## src/rtl/lmt_update_responder.sv

```systemverilog
// Writes a 3-word LMT record (timestamp low/high, sequence number) for each
// upLMT rising edge, and stretches the monitor's violation request into a held core reset.
module lmt_update_responder #(
  parameter logic [15:0] LMT_BASE   = 16'h0040,
  parameter int unsigned RST_HOLD   = 8,
  // Reset values of the timestamp timer and the record sequence number.
  parameter logic [31:0] TIMER_INIT = 32'h0000_0000,
  parameter logic [15:0] SEQ_INIT   = 16'h0000
) (
  input  logic        clk,
  input  logic        reset,
  input  logic        upLMT,
  input  logic        viol,
  input  logic        tick,
  input  logic        mem_ack,
  output logic        mem_req,
  output logic [15:0] mem_addr,
  output logic [15:0] mem_wdata,
  output logic        core_rst,
  output logic        busy,
  output logic        done,
  output logic        ovf
);

  // state | meaning
  // IDLE  | no record in progress
  // W0    | presenting timestamp low word at LMT_BASE
  // W1    | presenting timestamp high word at LMT_BASE+2
  // W2    | presenting sequence number at LMT_BASE+4
  typedef enum logic [1:0] {IDLE, W0, W1, W2} state_t;

  localparam logic [7:0] HOLD_INIT = 8'(RST_HOLD);

  state_t      state, state_nx;
  logic [31:0] timer;
  logic [31:0] ts, ts_nx;
  logic [31:0] pend_ts, pend_ts_nx;
  logic [15:0] seq, seq_nx;
  logic        pending, pending_nx;
  logic        done_nx, ovf_nx;
  logic        upLMT_q;
  logic [7:0]  hold_cnt;
  logic        edge_ok;
  logic        xfer;

  assign edge_ok  = upLMT & ~upLMT_q & ~core_rst & ~viol;
  assign xfer     = mem_req & mem_ack;
  assign core_rst = (hold_cnt != 8'd0);
  assign busy     = (state != IDLE);
  assign mem_req  = busy;

  always_comb begin
    mem_addr  = 16'h0000;
    mem_wdata = 16'h0000;
    case (state)
      W0: begin
        mem_addr  = LMT_BASE;
        mem_wdata = ts[15:0];
      end
      W1: begin
        mem_addr  = LMT_BASE + 16'd2;
        mem_wdata = ts[31:16];
      end
      W2: begin
        mem_addr  = LMT_BASE + 16'd4;
        mem_wdata = seq + 16'd1;
      end
      default: begin
        mem_addr  = 16'h0000;
        mem_wdata = 16'h0000;
      end
    endcase
  end

  always_ff @(posedge clk or posedge reset) begin
    if (reset) begin
      timer    <= TIMER_INIT;
      upLMT_q  <= 1'b0;
      hold_cnt <= HOLD_INIT;
    end else begin
      upLMT_q <= upLMT;
      if (tick)
        timer <= timer + 32'd1;
      if (viol)
        hold_cnt <= HOLD_INIT;
      else if (hold_cnt != 8'd0)
        hold_cnt <= hold_cnt - 8'd1;
    end
  end

  always_comb begin
    state_nx   = state;
    ts_nx      = ts;
    pend_ts_nx = pend_ts;
    pending_nx = pending;
    seq_nx     = seq;
    done_nx    = 1'b0;
    ovf_nx     = ovf;
    if (viol) begin
      state_nx   = IDLE;
      pending_nx = 1'b0;
    end else begin
      case (state)
        IDLE: begin
          if (edge_ok) begin
            ts_nx    = timer;
            state_nx = W0;
          end
        end
        W0: if (xfer) state_nx = W1;
        W1: if (xfer) state_nx = W2;
        W2: begin
          if (xfer) begin
            seq_nx  = seq + 16'd1;
            done_nx = 1'b1;
            if (pending) begin
              ts_nx      = pend_ts;
              pending_nx = 1'b0;
              state_nx   = W0;
            end else if (edge_ok) begin
              // an edge landing on the final ack chains straight into the next record
              ts_nx    = timer;
              state_nx = W0;
            end else begin
              state_nx = IDLE;
            end
          end
        end
        default: state_nx = IDLE;
      endcase
      if (busy && edge_ok && !(state == W2 && xfer && !pending)) begin
        if (!pending) begin
          pending_nx = 1'b1;
          pend_ts_nx = timer;
        end else begin
          ovf_nx = 1'b1;
        end
      end
    end
  end

  always_ff @(posedge clk or posedge reset) begin
    if (reset) begin
      state   <= IDLE;
      ts      <= 32'h0000_0000;
      pend_ts <= 32'h0000_0000;
      pending <= 1'b0;
      seq     <= SEQ_INIT;
      done    <= 1'b0;
      ovf     <= 1'b0;
    end else begin
      state   <= state_nx;
      ts      <= ts_nx;
      pend_ts <= pend_ts_nx;
      pending <= pending_nx;
      seq     <= seq_nx;
      done    <= done_nx;
      ovf     <= ovf_nx;
    end
  end

endmodule

```

## config.mk

```make
export PLATFORM = sky130hd
export DESIGN_NAME = lmt_update_responder
export DESIGN_NICKNAME = d
export VERILOG_FILES = /design/src/rtl/lmt_update_responder.sv
export SDC_FILE = /design/constraint.sdc
export NUM_CORES = 1
export LEC_CHECK = 0
export BUFFER_PORTS_ARGS = -buffer_cell sky130_fd_sc_hd__buf_2
export CORE_UTILIZATION = 65
export CTS_CLUSTER_DIAMETER = 80
export CTS_CLUSTER_SIZE = 40
export DETAILED_ROUTE_END_ITERATION = 10
export MAX_ROUTING_LAYER = met4
export PLACE_DENSITY = 0.85
export SYNTH_ARGS = -nofsm -noshare
export SYNTH_HDL_FRONTEND = slang
export SYNTH_SLANG_ARGS = --single-unit
```

## constraint.sdc

```tcl
create_clock -name clk -period 11.3 [get_ports clk]
set_input_delay 2.26 -clock clk [delete_from_list [all_inputs] [get_ports clk]]
set_output_delay 2.26 -clock clk [all_outputs]
set_load 0.02 [all_outputs]
```

==> results.cfg <==
[critical_path]
worstReg2RegStart = state[1]
rrSetupSlack_ns = 8.12
critPathArrivalTime_ns = 2.87
worst_path_largest_cell_delay_ns = 0.66
path_cells = inv_1 > ha_1 > clkinv_1 > nand2_1 > or4_1 > o221ai_1 > buf_2
endpoint_kind = output pin
r2r_end = ts[6]
ff2ff_path_depth = 6
path_max_fanout = 19
required_ns = 9.04
critical_path_class = reg2out
start_kind = flip-flop
cpMaxStageDelayCell = ha_1

[grt]
grt_pass1_vias = 4484
grt_max_degree = 74
grt-ovfl-total = 0
antenna_found_initial = 0
grt_pass1_wl_mm = 23.3
grt_usage = 0.320

[clocking]
clk_latency_ns = 0.53
cts_tree = built
cts_buffers = 17
htree_levels = 4
cts.sinks = 126
post-cts-setup-buffer-count = 0
path_clk_slew_ns = 0.06
clk_path_buf_depth = 2
post_cts_resize_count = 0
ctsHoldBuffers = 0
root_buffer = clkbuf_8

[cells_and_area]
area_delta_synth_final_pct = 11.6
drive_gt1_frac = 0.132
insertedDiodeCount = 0
final_cell_count_no_fill = 713
nets = 589

[floorplan]
die_height_um = 100
core_area_um2 = 9280
die_w_um = 100
initial_core_util = 0.673
die-area_um2 = 10000
placementRows = 35
pin_count = 43

[synthesis]
synth-edff-count = 0
synthFlopType = dfrtp_1
yosysTopAreaCell = dfrtp_1
synth_area_leaders = dfrtp_1 50%, mux2_1 5.4%, a22oi_1 5.2%, xnor2_1 5.0%, o2bb2ai_1 4.5%
syn_area_per_cell_um2 = 11.2
ys_warn_count = 0
synth-async-reset-ratio = 1.00
netlist.area_leader.share = 0.500
ys_seq_area_frac = 0.505
syn-instance-count = 558
synth.distinct_cells = 61
synth_seq_cells = 126
netlist_area_um2 = 6250

[route]
totalWireLength_mm = 14.4
wl_per_cell_um = 20.2
num_vias = 4584
drc = 0
drt_pass1_iterations = 5
dr.first_iter.drc_count = 362
post_drt_via_cell_ratio = 6.43
drtAntennaViolNets = 0

[placed_design]
dpl.cell_count = 682
gp_congestion = 0.921
place_hpwl_mm = 9.00
port-buffer-count = 29

[outcome]
status = finished, final reports clean

[power_and_ir_drop]
leakagePower_nw = 3.17
power_density_nw_per_um2 = 196
vdd_drop_max_v = 0.000146
power_mw = 1.37

[sta]
slew_viol_final = 0
clock_skew_ns = 0.00952
relSlewSlack = 0.293
rsz0062_at_grt = false
final.setup.tns_ns = 0
hold_viol_final = 0
tightest_slew_ns = 1.06
setup_viol = 0
fin_crit_sh = 0.454
fin_crit_ns = 5.13
max_freq_mhz = 195

[hold_path]
whs_path_depth = 1
holdCritPathClass = reg2reg
min_from = ovf
whs_endpoint = ovf

[run]
drv_cap = 0
==> sequential cells by signal, indices dropped and copies added, names as in the netlist <==
register / count
ovf: 1
done: 1
state: 2
pending: 1
ts: 32
timer: 32
hold_cnt: 8
pend_ts: 32
seq: 16
upLMT_q: 1
==> kinds of logic after synthesis <==
family / Yosys count / share of synthesized area
flip-flops: 126 / 0.505
AND/OR/NAND/NOR: 142 / 0.128
buffers and inverters: 67 / 0.0542
AO/OA/AOI/OAI: 118 / 0.147
adder cells (fa/ha/maj): 11 / 0.0220
other: 1 / 0.000600
multiplexers: 35 / 0.0626
XOR/XNOR: 58 / 0.0813
==> routing by layer <==
| layer | routed length [µm] | global-route usage | vias up |
|---|---|---|---|
| met4 | 241 | 0.0948 | 0 |
| met3 | 926 | 0.0822 | 22 |
| met2 | 7100 | 0.503 | 197 |
| met1 | 6100 | 0.413 | 2291 |
| li1 | - | - | 2074 |
| met5 | 0 | - | - |
==> Yosys cell counts (all sizes together), types with 3 or more instances <==
master,count
clkbuf,27
xnor2,36
mux2,33
buf,23
nor3,16
xor2,22
nor4,8
nand4,18
o22ai,4
a222oi,5
o221ai,3
nand2,23
nor2,29
a22oi,43
or4,7
a211oi,3
and3,5
nand3,14
inv,15
a21oi,7
dfrtp,125
o2bb2ai,32
or3,4
and4,5
o21ai,6
ha,11
==> layout make-up <==
class / count / area (µm²)
Fill cell: 592 / 2300
Clock buffer: 18 / 428
Multi-Input combinational cell: 377 / 2810
Inverter: 17 / 66.3
Clock inverter: 13 / 188
Tap cell: 129 / 161
Timing Repair Buffer: 33 / 175
Sequential cell: 126 / 3150
==> layout by cell type, fill, tap and decap left out, types with 8 or more instances in the layout <==
cell type	synthesis	final
clkbuf_16	0	16
xor2_1	22	22
nor4_1	8	8
nor2_1	29	29
nor3_1	15	15
nand2_1	22	22
conb_1	1	13
dfrtp_1	125	125
xnor2_1	36	36
mux2_1	30	30
ha_1	11	11
o2bb2ai_1	32	32
inv_1	15	14
nand4_1	18	18
buf_2	3	29
a22oi_1	43	43
nand3_1	14	14
==> metrics by stage <==
stage | util | setup slack (ns) | hold WS (ns) | area, µm²
after floorplan | - | 5.69 | 0.456 | 6300
after global placement | 0.685 | 6.97 | 0.445 | 6360
after detailed placement | 0.685 | 6.80 | 0.470 | 6360
after CTS | 0.752 | 6.22 | 0.484 | 6980
after global routing | 0.752 | 5.94 | 0.501 | 6980
final | 0.752 | 6.17 | 0.478 | 6980
==> critical path, delay by kind of cell (launching register included) <==
kind            cells  cell delay, ns
simple gates        2            0.40
fa+ha+maj           1            0.66
compound gates      1            0.10
flops               1            0.44
buf+inv             3            0.75
==> how the worst max path moves through the flow <==
stage,start,end
4_1_cts,state[0],mem_wdata[15]
6_report,state[0],mem_wdata[15]
3_5_place_dp,state[0],mem_wdata[15]
2_1_floorplan,reset,done
5_1_grt,state[0],mem_wdata[15]
3_3_place_gp,state[0],mem_wdata[10]
==> power breakdown <==
group / switching [mW] / internal (mW)
clock network: 0.204 / 0.364
registers: 0.0545 / 0.501
logic: 0.161 / 0.0839
Power figures use the tool's default switching activity.
